==> config.mk <==
export PLATFORM = sky130hd
export DESIGN_NAME = countdown_timer
export DESIGN_NICKNAME = d
export VERILOG_FILES = /design/src/rtl/countdown_timer.sv
export SDC_FILE = /design/constraint.sdc
export NUM_CORES = 1
export LEC_CHECK = 0
export ABC_AREA = 1
export ABC_CLOCK_PERIOD_IN_PS = 2400
export BUFFER_PORTS_ARGS = -buffer_cell sky130_fd_sc_hd__buf_2
export CORE_ASPECT_RATIO = 1.75
export CORE_UTILIZATION = 64
export CTS_BUF_LIST = sky130_fd_sc_hd__clkbuf_16
export CTS_CLUSTER_SIZE = 25
export DETAILED_ROUTE_END_ITERATION = 6
export PLACE_DENSITY = 0.93
export SYNTH_ARGS = -nofsm -noshare
export SYNTH_HDL_FRONTEND = slang
export SYNTH_SLANG_ARGS = --single-unit
==> constraint.sdc <==
create_clock -name clock -period 2.4 [get_ports clock]
set_clock_uncertainty 0.05 [all_clocks]
set_input_delay 0.48 -clock clock [delete_from_list [all_inputs] [get_ports clock]]
set_output_delay 0.48 -clock clock [all_outputs]
set_load 0.03 [all_outputs]
==> src/rtl/countdown_timer.sv <==
// Seconds countdown with free-running prescaler and 1 Hz / 2 Hz strobes.
// A rising edge on start_timer (re)loads the count; expired latches at zero.
module countdown_timer #(
   parameter int CLK_HZ = 50000000
) (
   input  logic       clock,
   input  logic       reset,
   input  logic       start_timer,
   input  logic [3:0] value,
   output logic       expired,
   output logic       one_hz_enable,
   output logic       two_hz_enable,
   output logic       busy,
   output logic [3:0] remaining
);

   localparam int PW = (CLK_HZ > 2) ? $clog2(CLK_HZ) : 1;
   localparam logic [PW-1:0] LAST = PW'(CLK_HZ - 1);
   localparam logic [PW-1:0] HALF = PW'(CLK_HZ / 2 - 1);

   typedef enum logic [1:0] {
      IDLE    = 2'd0,
      COUNT   = 2'd1,
      EXPIRED = 2'd2
   } state_t;

   state_t        state_q, state_d;
   logic [PW-1:0] presc_q, presc_d;
   logic [3:0]    rem_q, rem_d;
   logic          exp_q, exp_d;
   logic          start_q;
   logic          start_evt;
   logic          tick;

   assign tick      = (presc_q == LAST);
   assign start_evt = start_timer & ~start_q;

   assign one_hz_enable = tick;
   assign two_hz_enable = tick | (presc_q == HALF);
   assign busy          = (state_q == COUNT);
   assign remaining     = rem_q;
   assign expired       = exp_q;

   always_comb begin
      state_d = state_q;
      rem_d   = rem_q;
      exp_d   = exp_q;
      presc_d = tick ? '0 : presc_q + 1'b1;
      if (start_evt) begin
         // A start always wins over a coincident tick.
         presc_d = '0;
         rem_d   = value;
         exp_d   = 1'b0;
         state_d = (value != 4'd0) ? COUNT : EXPIRED;
      end else begin
         unique case (state_q)
            IDLE: begin
               exp_d = 1'b0;
            end
            COUNT: begin
               if (tick) begin
                  if (rem_q <= 4'd1) begin
                     state_d = EXPIRED;
                     rem_d   = 4'd0;
                     exp_d   = 1'b1;
                  end else begin
                     rem_d = rem_q - 4'd1;
                  end
               end
            end
            EXPIRED: begin
               rem_d = 4'd0;
               exp_d = 1'b1;
            end
            default: begin
               state_d = IDLE;
               rem_d   = 4'd0;
               exp_d   = 1'b0;
            end
         endcase
      end
   end

   always_ff @(posedge clock) begin
      if (reset) begin
         state_q <= IDLE;
         presc_q <= '0;
         rem_q   <= 4'd0;
         exp_q   <= 1'b0;
         start_q <= 1'b0;
      end else begin
         state_q <= state_d;
         presc_q <= presc_d;
         rem_q   <= rem_d;
         exp_q   <= exp_d;
         start_q <= start_timer;
      end
   end

endmodule

==> results.ini, run 1 <==
[worst_setup_path]
crit_slowest_cell = dfxtp_1
reg2reg_slack_ns = 0.46
r2r_end = presc_q[25]$_SDFF_PP0_
critPathKind = flip-flop to output pin
rr_startpoint = presc_q[1]$_SDFF_PP0_
crit_end = two_hz_enable
r2r_cells = 9
start_kind = flip-flop
crit_arrival_ns = 1.72
slowest_delay_ns = 0.43
path_cells = inv_2 -> nor3_4 -> inv_1 -> nor4_1 -> nand4_1 -> nand2_1 -> buf_2
cp-end-kind = output pin
required_ns = 1.87
critPathLaunch = presc_q[11]$_SDFF_PP0_
crit_fanout = 5

[final_layout]
layout-drive-gt1-share_pct = 19.9
diodes = 0
multi_input_area_sq_um = 1150
nFillCells = 203
nets = 308
final_util_pct = 76.4
design_area_sq_um = 2260
area_delta_synth_final_pct = 11.6
ff_latch_area_sq_um = 681

[power]
vdd_drop_max_v = 0.000517
seqPwrFrac_pct = 44.5
netSwitchingPower_mw = 0.331
internal_power_mw = 1.00
powerDensity_nw_per_um2 = 590
clockPowerShare_pct = 44.9
power.leakage_nw = 0.990
p_sw_share_pct = 24.8
p_comb_share_pct = 10.6

[yosys]
syn_nets = 291
synth_edf_count = 0
ys_types = 37
synth_warnings = 0
ys_seq_area_share_pct = 33.6
synth_most_common_cell = nand2_1
synth_area_leaders = dfxtp_1 (34%), nand2_1 (9.3%), inv_1 (7.2%), nor2_1 (6.9%), ha_1 (3.7%)
synthArstFlopShare_pct = 0
yosysTopAreaCellShare_pct = 33.6
synthFlopType = dfxtp_1
avgSynthCellArea_sq_um = 7.29
synth-seq-cells = 34
yosys.area.top_type = dfxtp_1
netlist_top_cells_count = nand2_1 (50), inv_1 (39), nor2_1 (37)
syn_area_sq_um = 2030
synthCells = 278

[die]
fp.dieH_microns = 76.4
ios = 15
dieArea_sq_um = 3400
rows = 26
die_w_microns = 44.5
core_sq_um = 2960
initial_core_util_pct = 68.4

[place]
placed_area_sq_um = 2120
port_buffers = 14
gp_congestion = 0.908
dp_hpwl_microns = 3470

[timing]
fmax_mhz = 445
finalSetupViolations = 0
slew_viol_final = 0
grt_setup_unrepaired = false
max_slew_margin_pct = 65.1
fin_tns_setup_ns = 0
finalHoldViolations = 0
min_period_over_period_pct = 93.6
tightestPinTransition_ns = 0.522
fin_crit_ns = 2.25

[drt]
antenna_left = 0
wl_per_cell_microns = 13.7
finalWirelength_microns = 4640
num_vias = 1891
drc = 0
via_per_inst = 5.59
drt-initial-drc-count = 50
dr.pass1.iters = 6

[clock_network]
cts_tree = done
path_clk_slew_ns = 0.05
cts.repair.resized = 0
cts_sinks = 34
clockBufferDepth = 2
cts-root-buf = clkbuf_16
ctsHoldBuffers = 0
clock_latency_ns = 0.28
htreeDepth = 2
numCtsBuffers = 5
post_cts_buffers = 0

[min_path]
hp-class = input port to flip-flop
holdCritStartpoint = start_timer

[grt]
grt_pass1_vias = 1888
antenna_found_initial = 0
track_usage_pct = 31.2
overflow = 0
grt_pass1_wl_microns = 7940
grt_max_degree = 26

[outcome]
outcome = completed

[run]
maxCapViolCount = 0

[cell families (layout without fill, tap and decap cells)]
family | after synthesis | after routing | synth area share [%]
buffers and inverters | 47 | 65 | 9.39
flip-flops | 34 | 34 | 33.6
adder cells (fa/ha/maj) | 6 | 6 | 3.71
AO/OA/AOI/OAI | 32 | 32 | 9.63
AND/OR/NAND/NOR | 152 | 152 | 40.6
XOR/XNOR | 7 | 7 | 3.03
[power groups by stage]
stage               logic, mW  registers (mW)  clock network [mW]
floorplan              0.0936           0.615                   0
global placement        0.136           0.603                   0
detailed placement      0.142           0.604                   0
CTS                     0.143           0.593               0.603
global route            0.155           0.594               0.625
finish                  0.142           0.593               0.598
[registers in the layout, summed over array words and instances (netlist names)]
signal / count
presc_q: 26
remaining: 4
state_q: 2
expired: 1
start_q: 1
[worst min path at each step]
stage / cells past startpoint / end / slack (ns)
2_1_floorplan: 1 / presc_q[0]$_SDFF_PP0_ / 0.38
3_3_place_gp: 1 / presc_q[0]$_SDFF_PP0_ / 0.39
3_5_place_dp: 1 / presc_q[0]$_SDFF_PP0_ / 0.41
4_1_cts: 3 / start_q$_SDFF_PP0_ / 0.37
5_1_grt: 3 / start_q$_SDFF_PP0_ / 0.41
6_report: 3 / start_q$_SDFF_PP0_ / 0.37
[worst max-delay path: cells and delay by family, from the launching register on]
kind / cells / cell delay, ns
simple gates: 4 / 0.61
flops: 1 / 0.43
buf+inv: 3 / 0.39
[final cells by class]
cell class | instances | share of cell area (%)
tap | 42 | 2.32
clock buffer | 5 | 5.53
sequential | 34 | 30.1
clock inverter | 3 | 0.553
multi-input combinational | 197 | 51.1
inverter | 42 | 6.97
timing repair buffer | 15 | 3.43
[stage by stage]
step	instances	hold slack (ns)	total power, mW	setup slack [ns]
2_1_floorplan	278	0.379	0.708	0.634
3_3_place_gp	330	0.393	0.739	0.547
3_5_place_dp	330	0.408	0.746	0.470
4_1_cts	338	0.373	1.34	0.157
5_1_grt	338	0.412	1.37	0.00112
6_report	338	0.370	1.33	0.153
[cell usage in the layout (no fill, tap or decap), types with 3 or more instances in the layout]
master / count
nand4_1: 4
nand3_1: 12
nor2_4: 6
a21oi_2: 3
xnor2_1: 3
nor3_1: 11
nand2_1: 50
nor2_1: 37
o21ai_0: 5
nor3_4: 3
a21oi_1: 12
buf_2: 14
dfxtp_1: 34
clkbuf_16: 5
ha_1: 6
xor2_1: 4
inv_2: 3
nand2_4: 5
a31oi_1: 3
nor4_1: 3
inv_1: 40
nand3_2: 3
nand2_2: 8
[routing by layer]
metal | global-route usage [%] | part of all wire (%) | vias up
li1 | - | - | 916
met1 | 30.1 | 35 | 877
met2 | 55.3 | 55 | 70
met3 | 4.50 | 3.3 | 28
met4 | 23.3 | 6.2 | 0
met5 | 0 | 0 | -
No activity file was read; power rests on OpenSTA's default activity.
==> inputs of run 2 (changes only) <==
Settings changed: CORE_UTILIZATION 64 to 45, PLACE_DENSITY 0.93 to 0.72.
==> run 2 against run 1 <==
Global-route usage down 11 points; sequential cell count is the same; die area up 41%; design area rose by 0.39%; clock power decreased by 0.7%; cell count is 2.1% higher; non-clock buffer count unchanged; critical path type unchanged.
==> results.ini, run 2 (synthesis gave the netlist of run 1 again) <==
[outcome]
outcome = completed  ; unchanged

[final_layout]
final_cells = 345  ; was 338
top_register = presc_q  ; unchanged
diodes = 0  ; unchanged
layout-drive-gt1-share_pct = 19.9  ; unchanged
nFillCells = 399  ; was 203
design_area_sq_um = 2270  ; was 2260 sq um
area_delta_synth_final_pct = 12.0  ; was 11.6%
nets = 308  ; unchanged
largest_register_ffs = 26  ; unchanged
final_cell_mix = nand2_1 (50), inv_1 (40), nor2_1 (37)  ; unchanged
final_common_cell = nand2_1  ; unchanged
final_util_pct = 53.7  ; was 76.4%

[timing]
tightestPinTransition_ns = 0.514  ; was 0.522 ns
max_slew_margin_pct = 65.6  ; was 65.1%
fin_ws_ns = 0.181  ; was 0.153 ns
fin_hold_ws_ns = 0.377  ; was 0.370 ns
finalSetupViolations = 0  ; unchanged
min_period_over_period_pct = 92.5  ; was 93.6%
grt_setup_unrepaired = false  ; unchanged
finalHoldViolations = 0  ; unchanged
fin_crit_ns = 2.22  ; was 2.25 ns
fmax_mhz = 451  ; was 445 MHz
fin_tns_setup_ns = 0  ; unchanged
slew_viol_final = 0  ; unchanged

[die]
ios = 15  ; unchanged
die_w_microns = 52.7  ; was 44.5 microns
fp.dieH_microns = 90.8  ; was 76.4 microns
core_sq_um = 4230  ; was 2960 sq um
initial_core_util_pct = 47.9  ; was 68.4%
dieArea_sq_um = 4780  ; was 3400 sq um
rows = 31  ; was 26

[power]
p_comb_share_pct = 10.4  ; was 10.6%
powerDensity_nw_per_um2 = 584  ; was 590 nW/um^2
netSwitchingPower_mw = 0.323  ; was 0.331 mW
power.total_mw = 1.33  ; about the same
vdd_drop_max_v = 0.000539  ; was 0.000517 V
internal_power_mw = 1.00  ; about the same
power.leakage_nw = 0.990  ; unchanged
clockPowerShare_pct = 44.9  ; about the same
p_sw_share_pct = 24.4  ; was 24.8%
seqPwrFrac_pct = 44.7  ; was 44.5%

[worst_setup_path]
start_kind = flip-flop  ; unchanged
slowest_delay_ns = 0.40  ; was 0.43 ns
cp-end-kind = output pin  ; unchanged
rr_startpoint = presc_q[0]$_SDFF_PP0_  ; was presc_q[1]$_SDFF_PP0_
path_cells = inv_2 -> nor3_4 -> inv_1 -> nor4_1 -> nand4_1 -> nand2_1 -> buf_2  ; unchanged
r2r_cells = 9  ; unchanged
crit_fanout = 5  ; unchanged
crit_arrival_ns = 1.69  ; was 1.72 ns
reg2reg_slack_ns = 0.50  ; was 0.46 ns
critPathKind = flip-flop to output pin  ; unchanged
r2r_end = presc_q[25]$_SDFF_PP0_  ; unchanged
required_ns = 1.87  ; about the same
crit_slowest_cell = dfxtp_1  ; unchanged

[drt]
wl_per_cell_microns = 12.4  ; was 13.7 microns
num_vias = 1808  ; was 1891
drc = 0  ; unchanged
antenna_left = 0  ; unchanged
drt-initial-drc-count = 31  ; was 50
dr.pass1.iters = 5  ; was 6
finalWirelength_microns = 4260  ; was 4640 microns
via_per_inst = 5.24  ; was 5.59

[clock_network]
cts_tree = done  ; unchanged
ctsHoldBuffers = 0  ; unchanged
numCtsBuffers = 5  ; unchanged
clock_latency_ns = 0.28  ; about the same
cts-root-buf = clkbuf_16  ; unchanged
cts.repair.resized = 0  ; unchanged
cts_sinks = 34  ; unchanged
post_cts_buffers = 0  ; unchanged
htreeDepth = 2  ; unchanged
path_clk_slew_ns = 0.05  ; about the same
clockBufferDepth = 2  ; unchanged

[min_path]
hold_depth = 3  ; unchanged
hp-class = input port to flip-flop  ; unchanged
holdCritStartpoint = start_timer  ; unchanged
hold_end = start_q$_SDFF_PP0_  ; unchanged

[grt]
track_usage_pct = 20.3  ; was 31.2%
overflow = 0  ; unchanged
grt_pass1_vias = 1727  ; was 1888
grt_pass1_wl_microns = 7130  ; was 7940 microns
grt_max_degree = 26  ; unchanged
antenna_found_initial = 0  ; unchanged

[place]
gp_congestion = 0.850  ; was 0.908
dp_hpwl_microns = 3280  ; was 3470 microns
dp_worst_setup_slack_ns = 0.512  ; was 0.470 ns
placed_area_sq_um = 2130  ; was 2120 sq um
port_buffers = 14  ; unchanged
placedCellCount = 337  ; was 330

[run]
maxCapViolCount = 0  ; unchanged

==> run 2: critical path: cells and delay by family (launching register included) <==
family | cells | cell delay (ns)
AND/OR/NAND/NOR | 4 | 0.63
flip-flops | 1 | 0.40
buffers and inverters | 3 | 0.38
==> run 2: power by group through the flow <==
stage | clock (mW) | combinational (mW) | sequential (mW)
global route | 0.637 | 0.156 | 0.594
floorplan | 0 | 0.0936 | 0.615
finish | 0.594 | 0.138 | 0.592
global placement | 0 | 0.135 | 0.604
detailed placement | 0 | 0.138 | 0.604
CTS | 0.606 | 0.139 | 0.592
==> run 2: worst max-delay path by stage <==
stage	start	end	slack [ns]	cells past startpoint
after global placement	presc_q[0]$_SDFF_PP0_	presc_q[25]$_SDFF_PP0_	0.56	9
after CTS	presc_q[12]$_SDFF_PP0_	two_hz_enable	0.19	7
after detailed placement	presc_q[0]$_SDFF_PP0_	presc_q[25]$_SDFF_PP0_	0.51	9
after global routing	presc_q[11]$_SDFF_PP0_	two_hz_enable	0.03	7
after floorplan	presc_q[11]$_SDFF_PP0_	two_hz_enable	0.63	6
final	presc_q[11]$_SDFF_PP0_	two_hz_enable	0.18	7
==> run 2: layout make-up <==
class	count	area, sq um	share of cell area, %
clock buffer	5	125	5.51
inverter	42	158	6.95
clock inverter	3	12.5	0.551
timing repair buffer	15	77.6	3.42
multi-input combinational	197	1150	50.9
tap	49	61.3	2.70
sequential	34	681	30.0
==> run 2: routing by layer <==
layer / vias to the layer above / share of wire, % / track usage [%]
met4: 0 / 3.4 / 12.5
met1: 840 / 38 / 19.6
met2: 34 / 56 / 36.4
li1: 922 / - / -
met5: - / 0 / 0
met3: 12 / 2.7 / 4.21
==> inputs of run 3 (changes only) <==
Settings changed: CTS_CLUSTER_SIZE 25 to 14, RECOVER_POWER set to 50.
==> run 3 against run 2 <==
First-iteration DRC count is 9.7% higher; cell count stayed put; worst hold slack lost 0.0045 ns; design area is 1.9% lower; largest power group unchanged; critical path depth increased by 1; wire length is 0.54% lower; utilization shrank 1.0 points; clock power about the same; critical endpoint unchanged; fmax shrank 1.3%; non-clock buffer count unchanged.
==> results.ini, run 3 (synthesis gave the netlist of run 1 again) <==
[clock_network]
cts_tree = done  ; unchanged
cts.repair.resized = 0  ; unchanged
cts-root-buf = clkbuf_16  ; unchanged
numCtsBuffers = 5  ; unchanged
post_cts_buffers = 0  ; unchanged
clockBufferDepth = 2  ; unchanged
htreeDepth = 2  ; unchanged
cts_sinks = 34  ; unchanged
clock_latency_ns = 0.28  ; about the same
ctsHoldBuffers = 0  ; unchanged
path_clk_slew_ns = 0.05  ; about the same

[drt]
via_per_inst = 5.21  ; was 5.24
dr.pass1.iters = 4  ; was 5
antenna_left = 0  ; unchanged
finalWirelength_microns = 4240  ; was 4260 microns
drc = 0  ; unchanged
wl_per_cell_microns = 12.3  ; was 12.4 microns
num_vias = 1799  ; was 1808
drt-initial-drc-count = 34  ; was 31

[worst_setup_path]
start_kind = flip-flop  ; unchanged
rr_startpoint = presc_q[0]$_SDFF_PP0_  ; unchanged
crit_arrival_ns = 1.72  ; was 1.69 ns
critPathKind = flip-flop to output pin  ; unchanged
critPathLaunch = presc_q[0]$_SDFF_PP0_  ; was presc_q[11]$_SDFF_PP0_
crit_fanout = 6  ; was 5
required_ns = 1.87  ; about the same
cp-end-kind = output pin  ; unchanged

[die]
dieArea_sq_um = 4780  ; unchanged
rows = 31  ; unchanged
core_sq_um = 4230  ; unchanged
initial_core_util_pct = 47.9  ; unchanged
ios = 15  ; unchanged
fp.dieH_microns = 90.8  ; unchanged
die_w_microns = 52.7  ; unchanged

[final_layout]
area_delta_synth_final_pct = 9.88  ; was 12.0%
final_common_cell = nand2_1  ; unchanged
layout-drive-gt1-share_pct = 15.2  ; was 19.9%
final_cell_mix = nand2_1 (54), inv_1 (40), nor2_1 (37)  ; was nand2_1 (50), inv_1 (40), nor2_1 (37)
nets = 308  ; unchanged
final_util_pct = 52.6  ; was 53.7%
top_register = presc_q  ; unchanged
diodes = 0  ; unchanged
design_area_sq_um = 2230  ; was 2270 sq um
largest_register_ffs = 26  ; unchanged
final_cells = 345  ; unchanged

[timing]
fin_crit_ns = 2.25  ; was 2.22 ns
fin_tns_setup_ns = 0  ; unchanged
finalSetupViolations = 0  ; unchanged
min_period_over_period_pct = 93.7  ; was 92.5%
finalHoldViolations = 0  ; unchanged
max_slew_margin_pct = 66.6  ; was 65.6%
slew_viol_final = 0  ; unchanged
fmax_mhz = 445  ; was 451 MHz
grt_setup_unrepaired = false  ; unchanged
tightestPinTransition_ns = 0.500  ; was 0.514 ns

[grt]
overflow = 0  ; unchanged
grt_pass1_vias = 1727  ; unchanged
antenna_found_initial = 0  ; unchanged
track_usage_pct = 20.3  ; unchanged
grt_max_degree = 26  ; unchanged
grt_pass1_wl_microns = 7130  ; unchanged

[place]
dp_hpwl_microns = 3280  ; unchanged
port_buffers = 14  ; unchanged
placedCellCount = 337  ; unchanged
gp_congestion = 0.850  ; unchanged
placed_area_sq_um = 2130  ; unchanged

[outcome]
outcome = completed  ; unchanged

[min_path]
holdCritStartpoint = start_timer  ; unchanged
hp-class = input port to flip-flop  ; unchanged

[power]
power.leakage_nw = 0.955  ; was 0.990 nW
vdd_drop_max_v = 0.000518  ; was 0.000539 V
powerDensity_nw_per_um2 = 591  ; was 584 nW/um^2

[run]
maxCapViolCount = 0  ; unchanged

==> run 3: cell count changes in the layout (fill, tap and decap cells not counted) <==
cell / delta
nor3b_1: +1
nand2_2: -2
nand2_4: -2
nand3_1: +2
nor3b_2: -1
buf_2: -7
nand2_1: +4
nand3_2: -2
clkbuf_1: +7
==> run 3: per-stage QoR <==
stage	hold slack, ns	setup slack (ns)	power [mW]
floorplan	0.379	0.634	0.708
finish	0.372	0.152	1.32
global placement	0.392	0.556	0.738
global route	0.381	0.0276	1.38
detailed placement	0.411	0.512	0.742
CTS	0.383	0.186	1.34
==> run 3: critical path: stages (launching register included) <==
cell and delay, ns:
dfxtp_1 0.36, ha_1 0.20, nand3_1 0.20, inv_1 0.10
nand2_1 0.08, nor2_4 0.13, nand2_4 0.08, nand2_1 0.09
buf_2 0.20
==> run 3: path summary, 6_finish.rpt <==
check / end / slack [ns] / cells past startpoint
setup / recovery: two_hz_enable / 0.15 / 8
hold reg to reg: presc_q[0]$_SDFF_PP0_ / 0.41 / 1
setup reg to reg: presc_q[25]$_SDFF_PP0_ / 0.45 / 9
hold / removal: start_q$_SDFF_PP0_ / 0.37 / 3
==> run 3: final cells by class <==
cell class              count  area [sq um]
clock inverters             3          12.5
inverters                  42           158
fillers                   408          2000
flip-flops and latches     34           681
clock buffers               5           125
repair buffers             15          68.8
multi-input cells         197          1120
well taps                  49          61.3
==> run 3: metal layers <==
metal  GRT usage [%]  up-vias  share of wire, %  wire length, microns
met3            4.21       15               2.7                   113
met5               0        -                 0                     0
li1                -      925                 -                     -
met2            36.4       33                56                  2360
met1            19.6      826                38                  1590
met4            12.5        0               3.9                   167
==> run 3: where the power goes <==
group | switching (mW) | total, mW | internal (mW)
registers | 0.0135 | 0.593 | 0.579
logic | 0.0847 | 0.128 | 0.0429
clock network | 0.222 | 0.596 | 0.374
